--- src/rtl/pulse_gen_multi.sv ---
// pulse_gen_multi: NCH independent pulse-train generators with programmable
// period, width and periodic/one-shot mode. Configuration is double-buffered:
// cfg writes land in a shadow set, which is copied to the active set on start
// and at every period boundary, so a new setting never truncates a period.
//
// Ports:
//   clk, rst     clock (rising edge) and asynchronous active-high reset
//   en           global count enable; low freezes cnt, wcnt and pulse
//   start, stop  per-channel strobes (act regardless of en; stop wins)
//   cfg_*        shadow config write: channel, period P, width W, one-shot
//   pulse        registered pulse outputs
//   busy         channel running, or a one-shot pulse still high
module pulse_gen_multi #(
  parameter int unsigned NCH        = 4,
  parameter int unsigned CNT_W      = 16,
  parameter int unsigned DEF_PERIOD = 10,
  parameter int unsigned DEF_WIDTH  = 1,
  parameter bit          AUTO_START = 1'b0,
  localparam int unsigned CH_W      = (NCH > 1) ? $clog2(NCH) : 1
) (
  input  logic             clk,
  input  logic             rst,
  input  logic             en,
  input  logic [NCH-1:0]   start,
  input  logic [NCH-1:0]   stop,
  input  logic             cfg_we,
  input  logic [CH_W-1:0]  cfg_ch,
  input  logic [CNT_W-1:0] cfg_period,
  input  logic [CNT_W-1:0] cfg_width,
  input  logic             cfg_oneshot,
  output logic [NCH-1:0]   pulse,
  output logic [NCH-1:0]   busy
);

  typedef enum logic {StIdle, StRun} state_e;

  localparam logic [CNT_W-1:0] DefP = CNT_W'(DEF_PERIOD);
  localparam logic [CNT_W-1:0] DefW = CNT_W'(DEF_WIDTH);

  for (genvar i = 0; i < NCH; i++) begin : g_ch
    state_e           state_q, state_d;
    logic [CNT_W-1:0] sh_p_q, sh_p_d, sh_w_q, sh_w_d;
    logic [CNT_W-1:0] act_p_q, act_p_d, act_w_q, act_w_d;
    logic             sh_os_q, sh_os_d, act_os_q, act_os_d;
    logic [CNT_W-1:0] cnt_q, cnt_d, wcnt_q, wcnt_d;
    logic             pulse_q, pulse_d;
    logic             cfg_hit, terminal;

    // Out-of-range channel numbers never match any i, so they are dropped.
    assign cfg_hit  = cfg_we && (32'(cfg_ch) == i);
    assign terminal = (state_q == StRun) && en && (cnt_q == act_p_q);

    always_comb begin
      state_d  = state_q;
      sh_p_d   = sh_p_q;
      sh_w_d   = sh_w_q;
      sh_os_d  = sh_os_q;
      act_p_d  = act_p_q;
      act_w_d  = act_w_q;
      act_os_d = act_os_q;
      cnt_d    = cnt_q;
      wcnt_d   = wcnt_q;
      pulse_d  = pulse_q;

      if (cfg_hit) begin
        sh_p_d  = cfg_period;
        sh_w_d  = cfg_width;
        sh_os_d = cfg_oneshot;
      end

      if (stop[i]) begin
        state_d = StIdle;
        cnt_d   = '0;
        wcnt_d  = '0;
        pulse_d = 1'b0;
      end else begin
        if (en) begin
          if (terminal) begin
            // Width of the period just ended; W=0 behaves as W=1.
            pulse_d  = 1'b1;
            wcnt_d   = (act_w_q == '0) ? '0 : act_w_q - CNT_W'(1);
            cnt_d    = '0;
            act_p_d  = sh_p_q;
            act_w_d  = sh_w_q;
            act_os_d = sh_os_q;
            if (act_os_q) state_d = StIdle;
          end else begin
            if (wcnt_q != '0) begin
              wcnt_d = wcnt_q - CNT_W'(1);
            end else begin
              pulse_d = 1'b0;
            end
            if (state_q == StRun) cnt_d = cnt_q + CNT_W'(1);
          end
        end
        // Start/retrigger restarts the period; pulse and wcnt are left alone.
        if (start[i]) begin
          state_d  = StRun;
          cnt_d    = '0;
          act_p_d  = sh_p_q;
          act_w_d  = sh_w_q;
          act_os_d = sh_os_q;
        end
      end
    end

    always_ff @(posedge clk or posedge rst) begin
      if (rst) begin
        state_q  <= AUTO_START ? StRun : StIdle;
        sh_p_q   <= DefP;
        sh_w_q   <= DefW;
        sh_os_q  <= 1'b0;
        act_p_q  <= DefP;
        act_w_q  <= DefW;
        act_os_q <= 1'b0;
        cnt_q    <= '0;
        wcnt_q   <= '0;
        pulse_q  <= 1'b0;
      end else begin
        state_q  <= state_d;
        sh_p_q   <= sh_p_d;
        sh_w_q   <= sh_w_d;
        sh_os_q  <= sh_os_d;
        act_p_q  <= act_p_d;
        act_w_q  <= act_w_d;
        act_os_q <= act_os_d;
        cnt_q    <= cnt_d;
        wcnt_q   <= wcnt_d;
        pulse_q  <= pulse_d;
      end
    end

    assign pulse[i] = pulse_q;
    assign busy[i]  = (state_q == StRun) | (pulse_q & act_os_q);
  end

endmodule

--- config.mk ---
export PLATFORM = sky130hd
export DESIGN_NAME = pulse_gen_multi
export DESIGN_NICKNAME = d
export VERILOG_FILES = /design/src/rtl/pulse_gen_multi.sv
export SDC_FILE = /design/constraint.sdc
export NUM_CORES = 1
export LEC_CHECK = 0
export CORE_ASPECT_RATIO = 0.6
export CORE_MARGIN = 10
export CORE_UTILIZATION = 45
export CTS_CLUSTER_SIZE = 28
export DETAILED_ROUTE_END_ITERATION = 6
export HOLD_SLACK_MARGIN = 0.1
export PLACE_DENSITY = 0.69
export SYNTH_ARGS = -nofsm -noshare
export SYNTH_HDL_FRONTEND = slang
export SYNTH_SLANG_ARGS = --single-unit
--- constraint.sdc ---
create_clock -name clk -period 18.75 [get_ports clk]
set_input_delay 4.6875 -clock clk [delete_from_list [all_inputs] [get_ports clk]]
set_output_delay 4.6875 -clock clk [all_outputs]
set_load 0.02 [all_outputs]
# == Word level (Yosys, flattened, before mapping) ==
# Index checks and enable logic that the tools add are counted.
# W data, S select, Z words.
# classes
add_sub_neg,12
eq_ne,11
muxes,112
bitwise_logic,12
n_reduce_logical,73
# op_table
cell,n
$mux W16,64
$sub A16 B1 Y16 const B,8
$add A16 B1 Y16 const B,4
$eq A16 B16 Y1,4
$logic_not A16 Y1,4
$reduce_bool A16 Y1,4
$mux W1,48
$reduce_bool A3 Y1,16
$reduce_and A2 Y1,12
$reduce_and A3 Y1,8
$reduce_bool A2 Y1,12
$reduce_bool A4 Y1,4
$logic_and A1 B1 Y1,12
$ne A3 B3 Y1 const B,4
$and A1 B1 Y1,4
$eq A2 B2 Y1 const B,2
$not A1 Y1,4
$or A1 B1 Y1,4
$eq A2 B1 Y1 const B,1
$logic_not A2 Y1,1
# word_totals
ff_bits,400
wordCells,260

# == Longest topological paths before layout ==
# depth
ltp_word,6
mapped_depth,9

# == Worst setup path before layout ==
# No wires, ideal clock.
# synth_path
kind,input to register
from,in en
to,reg g_ch[1].act_os_q
setup_ns,0.125
arrival_ns,6.526
path_slack_ns,12.099
stages,8
path_buffers,2
path_cell_list,clkbuf_1 nand2_1 nor2_1 nor4bb_1 nand4_1 a21oi_1 buf_2 mux2_2
# synth_between
elab_chain_cells,4
# synth_lines
element,line,source
start: declaration,23,"input logic en,"
$logic_and A1 B1 Y1 (2 in series),51,assign terminal = (state_q == StRun) && en && (cnt_q == act_p_q);
$reduce_bool A2 Y1 (no source line),--,
$reduce_and A3 Y1 (no source line) *,--,
end signal: assignment,126,act_os_q <= act_os_d;
end: declaration,44,"logic sh_os_q, sh_os_d, act_os_q, act_os_d;"
# Every way passes the cells marked *; elsewhere a longest branch is shown, timed or not.
# A chain may end at the register's enable or synchronous reset.

# == Worst setup path after layout ==
# layout_path
from,in en
to,reg g_ch[1].act_p_q[10]
# layout_between
elab_chain_cells,4
# layout_lines
element,line,source
$logic_and A1 B1 Y1 (2 in series),51,
$reduce_bool A2 Y1 (no source line),--,
$reduce_and A3 Y1 (no source line) *,--,
end signal: assignment,113,act_p_q <= DefP;
end signal: assignment,124,act_p_q <= act_p_d;
end: declaration,43,"logic [CNT_W-1:0] act_p_q, act_p_d, act_w_q, act_w_d;"
# Marked as above.

==> flow_metrics.env <==
export IMPL_criticalPathCategory="in -> reg"
export IMPL_root_buffer="clkbuf_16"
export IMPL_grt_overflow=0
export IMPL_grt_pass1_vias=14110
export IMPL_fin_hold_ws_ns=0.4937
export IMPL_postRouteAntennaNets=0
export IMPL_drive_above_1_share_pct=21.50
export IMPL_hold_buffers=0
export IMPL_routed_wl_um=52070
export IMPL_dieArea_sq_mm=0.05460
export IMPL_switching_share_pct=35.14
export IMPL_num_vias=14650
export IMPL_clk_path_buf_depth=3
export IMPL_synthCells=1850
export IMPL_setup_viol=0
export IMPL_ys_ff_latch=400
export IMPL_cts_resized=0
export IMPL_yosysSeqAreaShare_pct=49.15
export IMPL_pwr_share_clk_pct=26.5
export IMPL_via_per_inst=5.869
export IMPL_peakVddDrop_mv=0.08271
export IMPL_status="finished clean"
export IMPL_synth_avg_cell_area_sq_um=11.04
export IMPL_synth_edf_count=0
export IMPL_p_int_mw=1.899
export IMPL_cts_num_sinks=400
export IMPL_die_width_um=295.1
export IMPL_seqPwrFrac_pct=42.8
export IMPL_rsz0062_at_grt="no"
export IMPL_p_switching_mw=1.029
export IMPL_clkLatencyLatePin_ns=0.55
export IMPL_drc_errors=0
export IMPL_fin_util_pct=50.68
export IMPL_synthFlopType="dfrtp_1"
export IMPL_end_kind="flip-flop"
export IMPL_post_cts_buffers=0
export IMPL_final_nets=1941
export IMPL_cts_tree="yes"
export IMPL_antenna_found_initial=13
export IMPL_drt_initial_drc_count=1459
export IMPL_start_kind="primary input"
export IMPL_hold_viol=0
export IMPL_cp_arrival_ns=8.42
export IMPL_regArea_sq_mm=0.01004
export IMPL_period_minus_slack_ns=7.998
export IMPL_cellPowerDensity_mw_per_mm2=128.9
export IMPL_fin_tns_setup_ns=0
export IMPL_firstDrtPassIters=5
export IMPL_place_port_buffers=54
export IMPL_cts_inserted_buffers=38
export IMPL_place_hpwl_um=36340
export IMPL_synth_fp_nets=1913
export IMPL_syn_area_sq_mm=0.02043
export IMPL_pin_count=55
export IMPL_cp_max_fo=46
export IMPL_max_freq_ghz=0.1250
export IMPL_grt_pass1_wl_um=82390
export IMPL_rows=60
export IMPL_core_area_sq_mm=0.04482
export IMPL_start_util_pct=45.58
export IMPL_drv_cap=0
export IMPL_slew_headroom_pct=15.05
export IMPL_area_growth_pct=11.20
export IMPL_hold_path_class="reg -> reg"
export IMPL_comb_power_share_pct=30.7
export IMPL_yosysWarnings=0
export IMPL_clock_skew_final_ns=0.02032
export IMPL_post_route_period_util_pct=42.66
export IMPL_ys_types=71
export IMPL_clk_pin_slew_ns=0.07
export IMPL_timing_final_max_slew_violations=0
export IMPL_multiInputGateArea_sq_mm=0.009897
export IMPL_p_total_mw=2.927
export IMPL_die_h_um=185.0
export IMPL_cp_required_ns=19.17
export IMPL_fillerInstances=3918
export IMPL_gp_congestion=0.8929
export IMPL_grt_usage_pct=18.93
export IMPL_async_flop_share_pct=100.0
export IMPL_p_leak_nw=9.199
export IMPL_h_tree_depth=2
export IMPL_grt_max_degree=196
export IMPL_wl_per_cell_um=20.85
export IMPL_worst_slew_pin_slew_ns=1.271
[flip-flops by register name, indices dropped and copies added, names as in the netlist]
signal / cells
g_ch.state_q: 4
g_ch.sh_w_q: 64
g_ch.act_p_q: 64
g_ch.act_os_q: 4
g_ch.cnt_q: 64
g_ch.pulse_q: 4
g_ch.sh_p_q: 64
g_ch.wcnt_q: 64
g_ch.act_w_q: 64
g_ch.sh_os_q: 4
[cell usage after synthesis, types with 4 or more instances]
cell type / number / share of area, %
a211o_1: 4 / 0.17
a211oi_1: 8 / 0.29
a21o_1: 9 / 0.33
a21oi_1: 43 / 1.1
a31oi_1: 10 / 0.31
a32o_1: 11 / 0.54
and2_1: 8 / 0.25
and3_1: 11 / 0.34
and4_1: 5 / 0.21
buf_1: 4 / 0.073
buf_2: 13 / 0.32
buf_4: 7 / 0.26
clkbuf_1: 50 / 0.92
dfrtp_1: 376 / 46
dfstp_2: 24 / 3.1
ha_1: 16 / 0.98
inv_1: 45 / 0.83
mux2_2: 283 / 16
mux2i_1: 48 / 2.4
nand2_1: 89 / 1.6
nand2b_1: 10 / 0.31
nand3_1: 52 / 1.3
nand3b_1: 7 / 0.26
nand4_1: 48 / 1.5
nor2_1: 174 / 3.2
nor2b_1: 27 / 0.83
nor3_1: 58 / 1.4
nor3b_1: 15 / 0.55
nor4_1: 44 / 1.3
nor4b_1: 5 / 0.21
o21a_1: 7 / 0.26
o21ai_0: 54 / 1.3
o2bb2ai_1: 17 / 0.73
o31a_1: 5 / 0.21
o31ai_1: 8 / 0.29
o32ai_1: 6 / 0.26
o41ai_1: 4 / 0.17
or2_2: 8 / 0.25
or3_1: 18 / 0.55
or4_1: 22 / 0.81
xnor2_1: 67 / 2.9
xor2_1: 86 / 3.7
[layout by cell type, fill, tap and decap left out, types with 17 or more instances in the layout]
master             n
dfrtp_1          376
mux2_2           283
nor2_1           174
nand2_1           89
xor2_1            86
xnor2_1           67
nor3_1            58
o21ai_0           54
clkdlybuf4s50_1   53
nand3_1           51
nand4_1           48
mux2i_1           48
inv_1             44
nor4_1            43
a21oi_1           42
clkbuf_16         39
nor2b_1           27
dfstp_2           24
or4_1             22
or3_1             18
o2bb2ai_1         17
[cell families after synthesis]
kind of cell               after synthesis  share of synthesized area [%]
adders and majority gates               16                         0.9800
and+or+nand+nor                        618                          15.86
buffers and inverters                  123                          2.578
xor gates and xnor gates               153                          6.560
muxes                                  331                          17.95
DFF                                    400                          49.15
AOI/OAI and AO/OA                      209                          6.927
[routing by layer]
layer	global-route usage (%)	vias to the layer above	wire [um]	part of all wire (%)
met4	3.866	2	717	1.4
met1	29.80	7378	26370	51
met3	3.934	60	3818	7.3
met2	25.91	483	21150	41
li1	-	6731	-	-
met5	0	-	13	0.025
[layout make-up]
| cell class | instances | share of cell area, % |
|---|---|---|
| well taps | 589 | 3.244 |
| flip-flops and latches | 400 | 44.20 |
| multi-input cells | 1327 | 43.57 |
| diodes | 1 | 0.01102 |
| inverters | 46 | 0.7932 |
| clock inverters | 18 | 0.6940 |
| clock buffers | 51 | 4.715 |
| repair buffers | 65 | 2.776 |
[metrics by stage]
step	cell area [sq um]	setup WS (ns)	instances
5_1_grt	22720	10.46	2497
4_1_cts	22710	10.82	2496
3_3_place_gp	21480	10.32	2427
6_report	22720	10.75	2497
2_1_floorplan	20430	2.978	1850
3_5_place_dp	21480	10.24	2427
[final timing paths]
| kind | startpoint | to | slack [ns] | depth (start not counted) |
|---|---|---|---|---|
| setup / recovery | en | g_ch[1].act_p_q[10] | 10.75 | 8 |
| hold / removal | g_ch[2].sh_w_q[8] | g_ch[2].act_w_q[8] | 0.49 | 1 |
| hold reg to reg | g_ch[2].sh_w_q[8] | g_ch[2].act_w_q[8] | 0.49 | 1 |
| min in group asynchronous | rst | g_ch[0].cnt_q[11] | 4.70 | 2 |
| setup reg to reg | g_ch[3].cnt_q[0] | g_ch[3].act_w_q[5] | 15.15 | 6 |
| max in group asynchronous | rst | g_ch[3].act_w_q[12] | 12.36 | 3 |
[power groups by stage]
stage / Clock, mW / Sequential (mW) / Combinational [mW]
floorplan: 0 / 1.20 / 0.697
global placement: 0 / 1.25 / 0.858
detailed placement: 0 / 1.26 / 0.880
CTS: 0.793 / 1.25 / 0.885
global route: 0.825 / 1.28 / 0.991
finish: 0.775 / 1.25 / 0.899
[worst max-delay path, cell delays in order]
cell and delay, ns:
buf_2 0.36, buf_4 0.53, nand2_1 0.20, nor2_1 0.14
nor4bb_1 0.32, nand4_1 0.55, a21oi_4 1.14, mux2_2 0.43
Power figures use the tool's default switching activity.
